[src/rtl/dmem_responder.sv]
// Single-port word memory behind a valid/ready request/response handshake with fixed access latency.
// Optional misaligned-access error reporting is enabled with DMEM_MISALIGN_ERR_EN.
module dmem_responder #(
  parameter int ADDRESS_WIDTH = 8,
  parameter int DATA_WIDTH    = 32,
  parameter int LATENCY       = 2
) (
  input  logic                      clk,
  input  logic                      rst,
  input  logic                      req_valid,
  output logic                      req_ready,
  input  logic                      req_we,
  input  logic [ADDRESS_WIDTH-1:0]  req_addr,
  input  logic [DATA_WIDTH-1:0]     req_wdata,
  input  logic [DATA_WIDTH/8-1:0]   req_be,
  output logic                      rsp_valid,
  input  logic                      rsp_ready,
  output logic [DATA_WIDTH-1:0]     rsp_rdata
`ifdef DMEM_MISALIGN_ERR_EN
  ,
  output logic                      rsp_err
`endif
);

  localparam int NB    = DATA_WIDTH / 8;
  localparam int IW    = ADDRESS_WIDTH - 2;
  localparam int WORDS = 1 << IW;

  typedef enum logic [1:0] {IDLE, BUSY, RESP} state_t;

  state_t                state_q, state_d;
  logic [3:0]            cnt_q, cnt_d;
  logic                  we_q, we_d;
  logic [IW-1:0]         idx_q, idx_d;
  logic [DATA_WIDTH-1:0] wdata_q, wdata_d;
  logic [NB-1:0]         be_q, be_d;
  logic [DATA_WIDTH-1:0] rdata_q, rdata_d;
  logic                  access;
  logic                  bad;
  logic                  mem_we;

  logic [DATA_WIDTH-1:0] mem_q [WORDS];

`ifdef DMEM_MISALIGN_ERR_EN
  localparam logic [NB-1:0] LO_HALF = NB'((1 << (NB / 2)) - 1);
  localparam logic [NB-1:0] HI_HALF = LO_HALF << (NB / 2);

  logic [1:0] off_q, off_d;
  logic       err_q, err_d;

  // Only naturally aligned byte, halfword and word store masks are legal.
  function automatic logic be_legal(input logic [NB-1:0] be);
    be_legal = (be == '0) || $onehot(be) || (be == LO_HALF) ||
               (be == HI_HALF) || (be == {NB{1'b1}});
  endfunction

  assign bad     = we_q ? !be_legal(be_q) : (off_q != 2'b00);
  assign rsp_err = err_q;
`else
  logic unused_addr_lsb;
  assign unused_addr_lsb = ^req_addr[1:0];
  assign bad             = 1'b0;
`endif

  assign req_ready = (state_q == IDLE);
  assign rsp_valid = (state_q == RESP);
  assign rsp_rdata = rdata_q;
  assign mem_we    = access && rst && we_q && !bad;

  always_comb begin
    state_d = state_q;
    cnt_d   = cnt_q;
    we_d    = we_q;
    idx_d   = idx_q;
    wdata_d = wdata_q;
    be_d    = be_q;
    rdata_d = rdata_q;
    access  = 1'b0;
`ifdef DMEM_MISALIGN_ERR_EN
    off_d   = off_q;
    err_d   = err_q;
`endif
    case (state_q)
      IDLE: begin
        if (req_valid) begin
          state_d = BUSY;
          cnt_d   = 4'(LATENCY - 1);
          we_d    = req_we;
          idx_d   = req_addr[ADDRESS_WIDTH-1:2];
          wdata_d = req_wdata;
          be_d    = req_be;
`ifdef DMEM_MISALIGN_ERR_EN
          off_d   = req_addr[1:0];
`endif
        end
      end
      BUSY: begin
        if (cnt_q != 4'd0) begin
          cnt_d = cnt_q - 4'd1;
        end else begin
          state_d = RESP;
          access  = 1'b1;
          rdata_d = (we_q || bad) ? '0 : mem_q[idx_q];
`ifdef DMEM_MISALIGN_ERR_EN
          err_d   = bad;
`endif
        end
      end
      RESP: begin
        if (rsp_ready) state_d = IDLE;
      end
      default: state_d = IDLE;
    endcase
  end

  always_ff @(posedge clk) begin
    if (!rst) begin
      state_q <= IDLE;
      cnt_q   <= 4'd0;
      rdata_q <= '0;
`ifdef DMEM_MISALIGN_ERR_EN
      err_q   <= 1'b0;
`endif
    end else begin
      state_q <= state_d;
      cnt_q   <= cnt_d;
      rdata_q <= rdata_d;
`ifdef DMEM_MISALIGN_ERR_EN
      err_q   <= err_d;
`endif
    end
  end

  // Captured request fields are only consumed in BUSY, so they need no reset.
  always_ff @(posedge clk) begin
    we_q    <= we_d;
    idx_q   <= idx_d;
    wdata_q <= wdata_d;
    be_q    <= be_d;
`ifdef DMEM_MISALIGN_ERR_EN
    off_q   <= off_d;
`endif
  end

  always_ff @(posedge clk) begin
    if (mem_we) begin
      for (int i = 0; i < NB; i++) begin
        if (be_q[i]) mem_q[idx_q][i*8 +: 8] <= wdata_q[i*8 +: 8];
      end
    end
  end

endmodule

[config.mk]
export PLATFORM = sky130hd
export DESIGN_NAME = dmem_responder
export DESIGN_NICKNAME = d
export VERILOG_FILES = /design/src/rtl/dmem_responder.sv
export SDC_FILE = /design/constraint.sdc
export NUM_CORES = 2
export LEC_CHECK = 0
export ABC_CLOCK_PERIOD_IN_PS = 2400
export BUFFER_PORTS_ARGS = -buffer_cell sky130_fd_sc_hd__buf_4
export CAP_MARGIN = 20
export CORE_ASPECT_RATIO = 0.8
export CORE_UTILIZATION = 40
export CTS_CLUSTER_DIAMETER = 80
export CTS_CLUSTER_SIZE = 28
export DETAILED_ROUTE_END_ITERATION = 16
export MAX_ROUTING_LAYER = met4
export REMOVE_ABC_BUFFERS = 1
export SLEW_MARGIN = 5
export SYNTH_ARGS = -nofsm -noshare
export SYNTH_HDL_FRONTEND = slang
export SYNTH_SLANG_ARGS = --single-unit
[constraint.sdc]
create_clock -name clk -period 2.4 [get_ports clk]
set_input_delay 0.12 -clock clk [delete_from_list [all_inputs] [get_ports clk]]
set_output_delay 0.12 -clock clk [all_outputs]
set_load 0.05 [all_outputs]
==> out/results.txt <==
Sw Pwr: 18.31 mW
Clk pin slew, worst setup/hold paths: 0.11 ns
Final core occ: 48.70%
DRT Pass-1 Iters: 5
Global route total overflow: 0
Top-area cell type share of the netlist area: 76.31%
Placed cells: 7269
Clk buf depth: 3
Synth area leaders: edfxtp_1, mux4_2, mux2i_1
Dpl hpwl: 175400 um
Antenna-violating nets left: 0
Port bufs: 80
Layout area overhead: 20.66%
Synth cell types: 67
RSZ-0062 raised after global routing: true
Maxcap violations: 0
Starting density of the core: 40.36%
Worst VDD drop: 0.6210 mV
Largest net degree at the start of global routing: 65
First-pass GRT wire length: 350500 um
Die area: 0.2075 mm2
WL per Instance: 34.18 um
GRT Overall Usage: 25.25%
Synth Cell Area: 0.08229 mm2
Hold Violations, Final: 0
Multi-input logic area: 0.01857 mm2
Die X: 509.1 um
Critical Path, Cell by Cell: buf_12 > buf_12 > buf_6 > buf_12 > buf_12 > mux4_2 > mux2i_1 > a22o_1 > nor4_1 > a21oi_2 > nand2_1
Clk pwr share: 27.2%
Post-synth top flop: edfxtp_1
Synth area leader: edfxtp_1
Most frequent cells in the layout: edfxtp_1, buf_4, mux4_2, nor2_1, nand2_1
Worst EP arrival: 3.34 ns
Sequential-to-total area share from yosys stat: 77.38%
Async set or reset register ratio after synthesis: 0%
Post-Layout Cell Count: 7612
I/O pin total: 83
Failing checks: setup timing
Row count: 148
CTS buffer count: 93
Max-slew violation count: 0
Routed vias: 45.22k
CTS sink cnt: 2135
Post-layout min period: 2.607 ns
Lkg Pwr: 32.04 nW
Switching part of the total: 25.30%
Logic pwr share: 15.4%
Hold Path Class: in -> reg
TNS Setup: -79.24 ns
Critical Path End Type: flop
Initial antenna violation count: 5
PD cells: 728.9 mW/mm2
Yosys reg bits: 2135
Number of remaining DRC errors: 0
Yosys Warn Count: 0
Int Pwr: 54.06 mW
Critical path's most frequent cell: buf_12
Commonest non-fill, non-tap cell in the layout: edfxtp_1
GP Congestion: 0.9946
Reg power frac: 57.4%
Layout cells sized above 1: 38.21%
Root buf cell: clkbuf_16
Required time worst endpoint: 3.13 ns
Worst setup SP type: flop
# setup viols final: 1476
Slowest CP cell: nor4_1
Register area: 0.06369 mm2
Worst-Margin Slew: 1.092 ns
CP Max Fanout: 11
Clk Latency, worst-skew pair: 0.80 ns
Vias per inst: 5.941
Layout Nets: 4886
Vias in the first global route: 42.84k
Core ar.: 0.2039 mm2
Die Y: 407.7 um
Routed Wire Length: 260200 um
Iteration-0 DRC Markers: 7222
H-tree levels: 3
CTS tree: done
Setup Skew: 0.06122 ns
Worst slew margin: 27.06%
CP peak stage delay: 0.58 ns
Fmax: 383.6 MHz
Outcome: complete, but fails checks
Fill cells: 16.55k
Crit share post-route: 108.6%
Post-synth EDFFs: 2091
Mapped Cells: 3908
Final setup margin: -0.2066 ns
CP Class: reg -> reg
Syn Area/Cell: 21.06 um2
[stage by stage]
| step | hold WS [ns] | setup slack, ns | cell area [um2] | power (mW) |
|---|---|---|---|---|
| 2_1_floorplan | 0.2189 | -23.29 | 81030 | 48.41 |
| 3_3_place_gp | 0.2982 | -0.4519 | 92030 | 52.15 |
| 3_5_place_dp | 0.2993 | -0.4331 | 92030 | 52.21 |
| 4_1_cts | 0.001476 | -0.1014 | 96940 | 71.87 |
| 5_1_grt | 0.01923 | -0.2167 | 99280 | 74.08 |
| 6_report | 0.05930 | -0.2066 | 99290 | 72.37 |
[registers in the layout, summed over array words and instances (netlist names), named ones only]
register   flops
wdata_q       32
cnt_q          4
idx_q          6
rsp_rdata     32
be_q           4
state_q        2
we_q           1
mem_q       2048
[final timing paths]
kind | cells past startpoint | to | slack (ns) | startpoint
max | 11 | rsp_rdata[9] | -0.21 | flop
min | 2 | wdata_q[2] | 0.06 | req_wdata[2]
max reg2reg | 11 | rsp_rdata[9] | -0.21 | flop
min reg2reg | 2 | rsp_rdata[31] | 0.54 | rsp_rdata[31]
[final cells by class]
class                   instances  area share (%)
flip-flops and latches       2135           64.15
multi-input cells            1548           18.71
repair buffers               1047           10.77
well taps                    2700           3.403
clock buffers                 142           2.561
clock inverters                25          0.3617
inverters                      10         0.04033
diodes                          5         0.01260
[cells by family (layout without fill, tap and decap cells)]
| logic type | after synthesis | count (layout) | synth area share (%) |
|---|---|---|---|
| fa+ha+maj | 2 | 2 | 0.03041 |
| flops | 2135 | 2135 | 77.38 |
| compound gates | 275 | 275 | 2.372 |
| xor+xnor | 2 | 2 | 0.02129 |
| mux | 659 | 659 | 15.42 |
| other cells | 0 | 5 | 0 |
| simple gates | 610 | 610 | 3.202 |
| buf+inv | 225 | 1224 | 1.577 |
[power groups by stage]
stage | Sequential [mW] | Combinational (mW) | Clock [mW]
after floorplan | 43.4 | 4.98 | 0
after global placement | 42.4 | 9.76 | 0
after detailed placement | 42.4 | 9.82 | 0
after CTS | 41.5 | 10.4 | 19.9
after global routing | 41.6 | 11.4 | 21.1
final | 41.6 | 11.1 | 19.7
[critical path, delay by kind of cell, from the launching register on]
| kind | cells | cell delay, ns |
|---|---|---|
| and+or+nand+nor | 2 | 0.67 |
| AOI/OAI and AO/OA | 2 | 0.31 |
| DFF | 1 | 0.42 |
| muxes | 2 | 0.41 |
| buffers and inverters | 5 | 0.72 |
[timing repair]
action | 4_1_cts | 5_1_grt
setup endpoints to repair | 2075 | 2051
hold endpoints to repair | 55 | 0
setup buffers | 29 | 63
pin swaps | 16 | 74
cloned | 11 | 22
hold buffers | 49 | 0
resized for setup | 239 | 351
[cells in the mapped netlist (all sizes together), types with 22 or more instances]
master	number
nor2	303
edfxtp	2091
nor2b	22
mux4	484
o22ai	37
clkbuf	81
mux2	29
a22oi	78
nand3	44
a21oi	41
nand2	159
buf	134
mux2i	146
dfxtp	44
[routing by layer]
layer	part of all wire, %	global-route usage [%]	vias to the layer above
met2	43	34.95	2670
met5	0	-	-
li1	-	-	17970
met1	41	36.03	24210
met4	3.0	6.161	0
met3	13	8.069	369
Note: power is estimated with default switching activity, not from simulation.
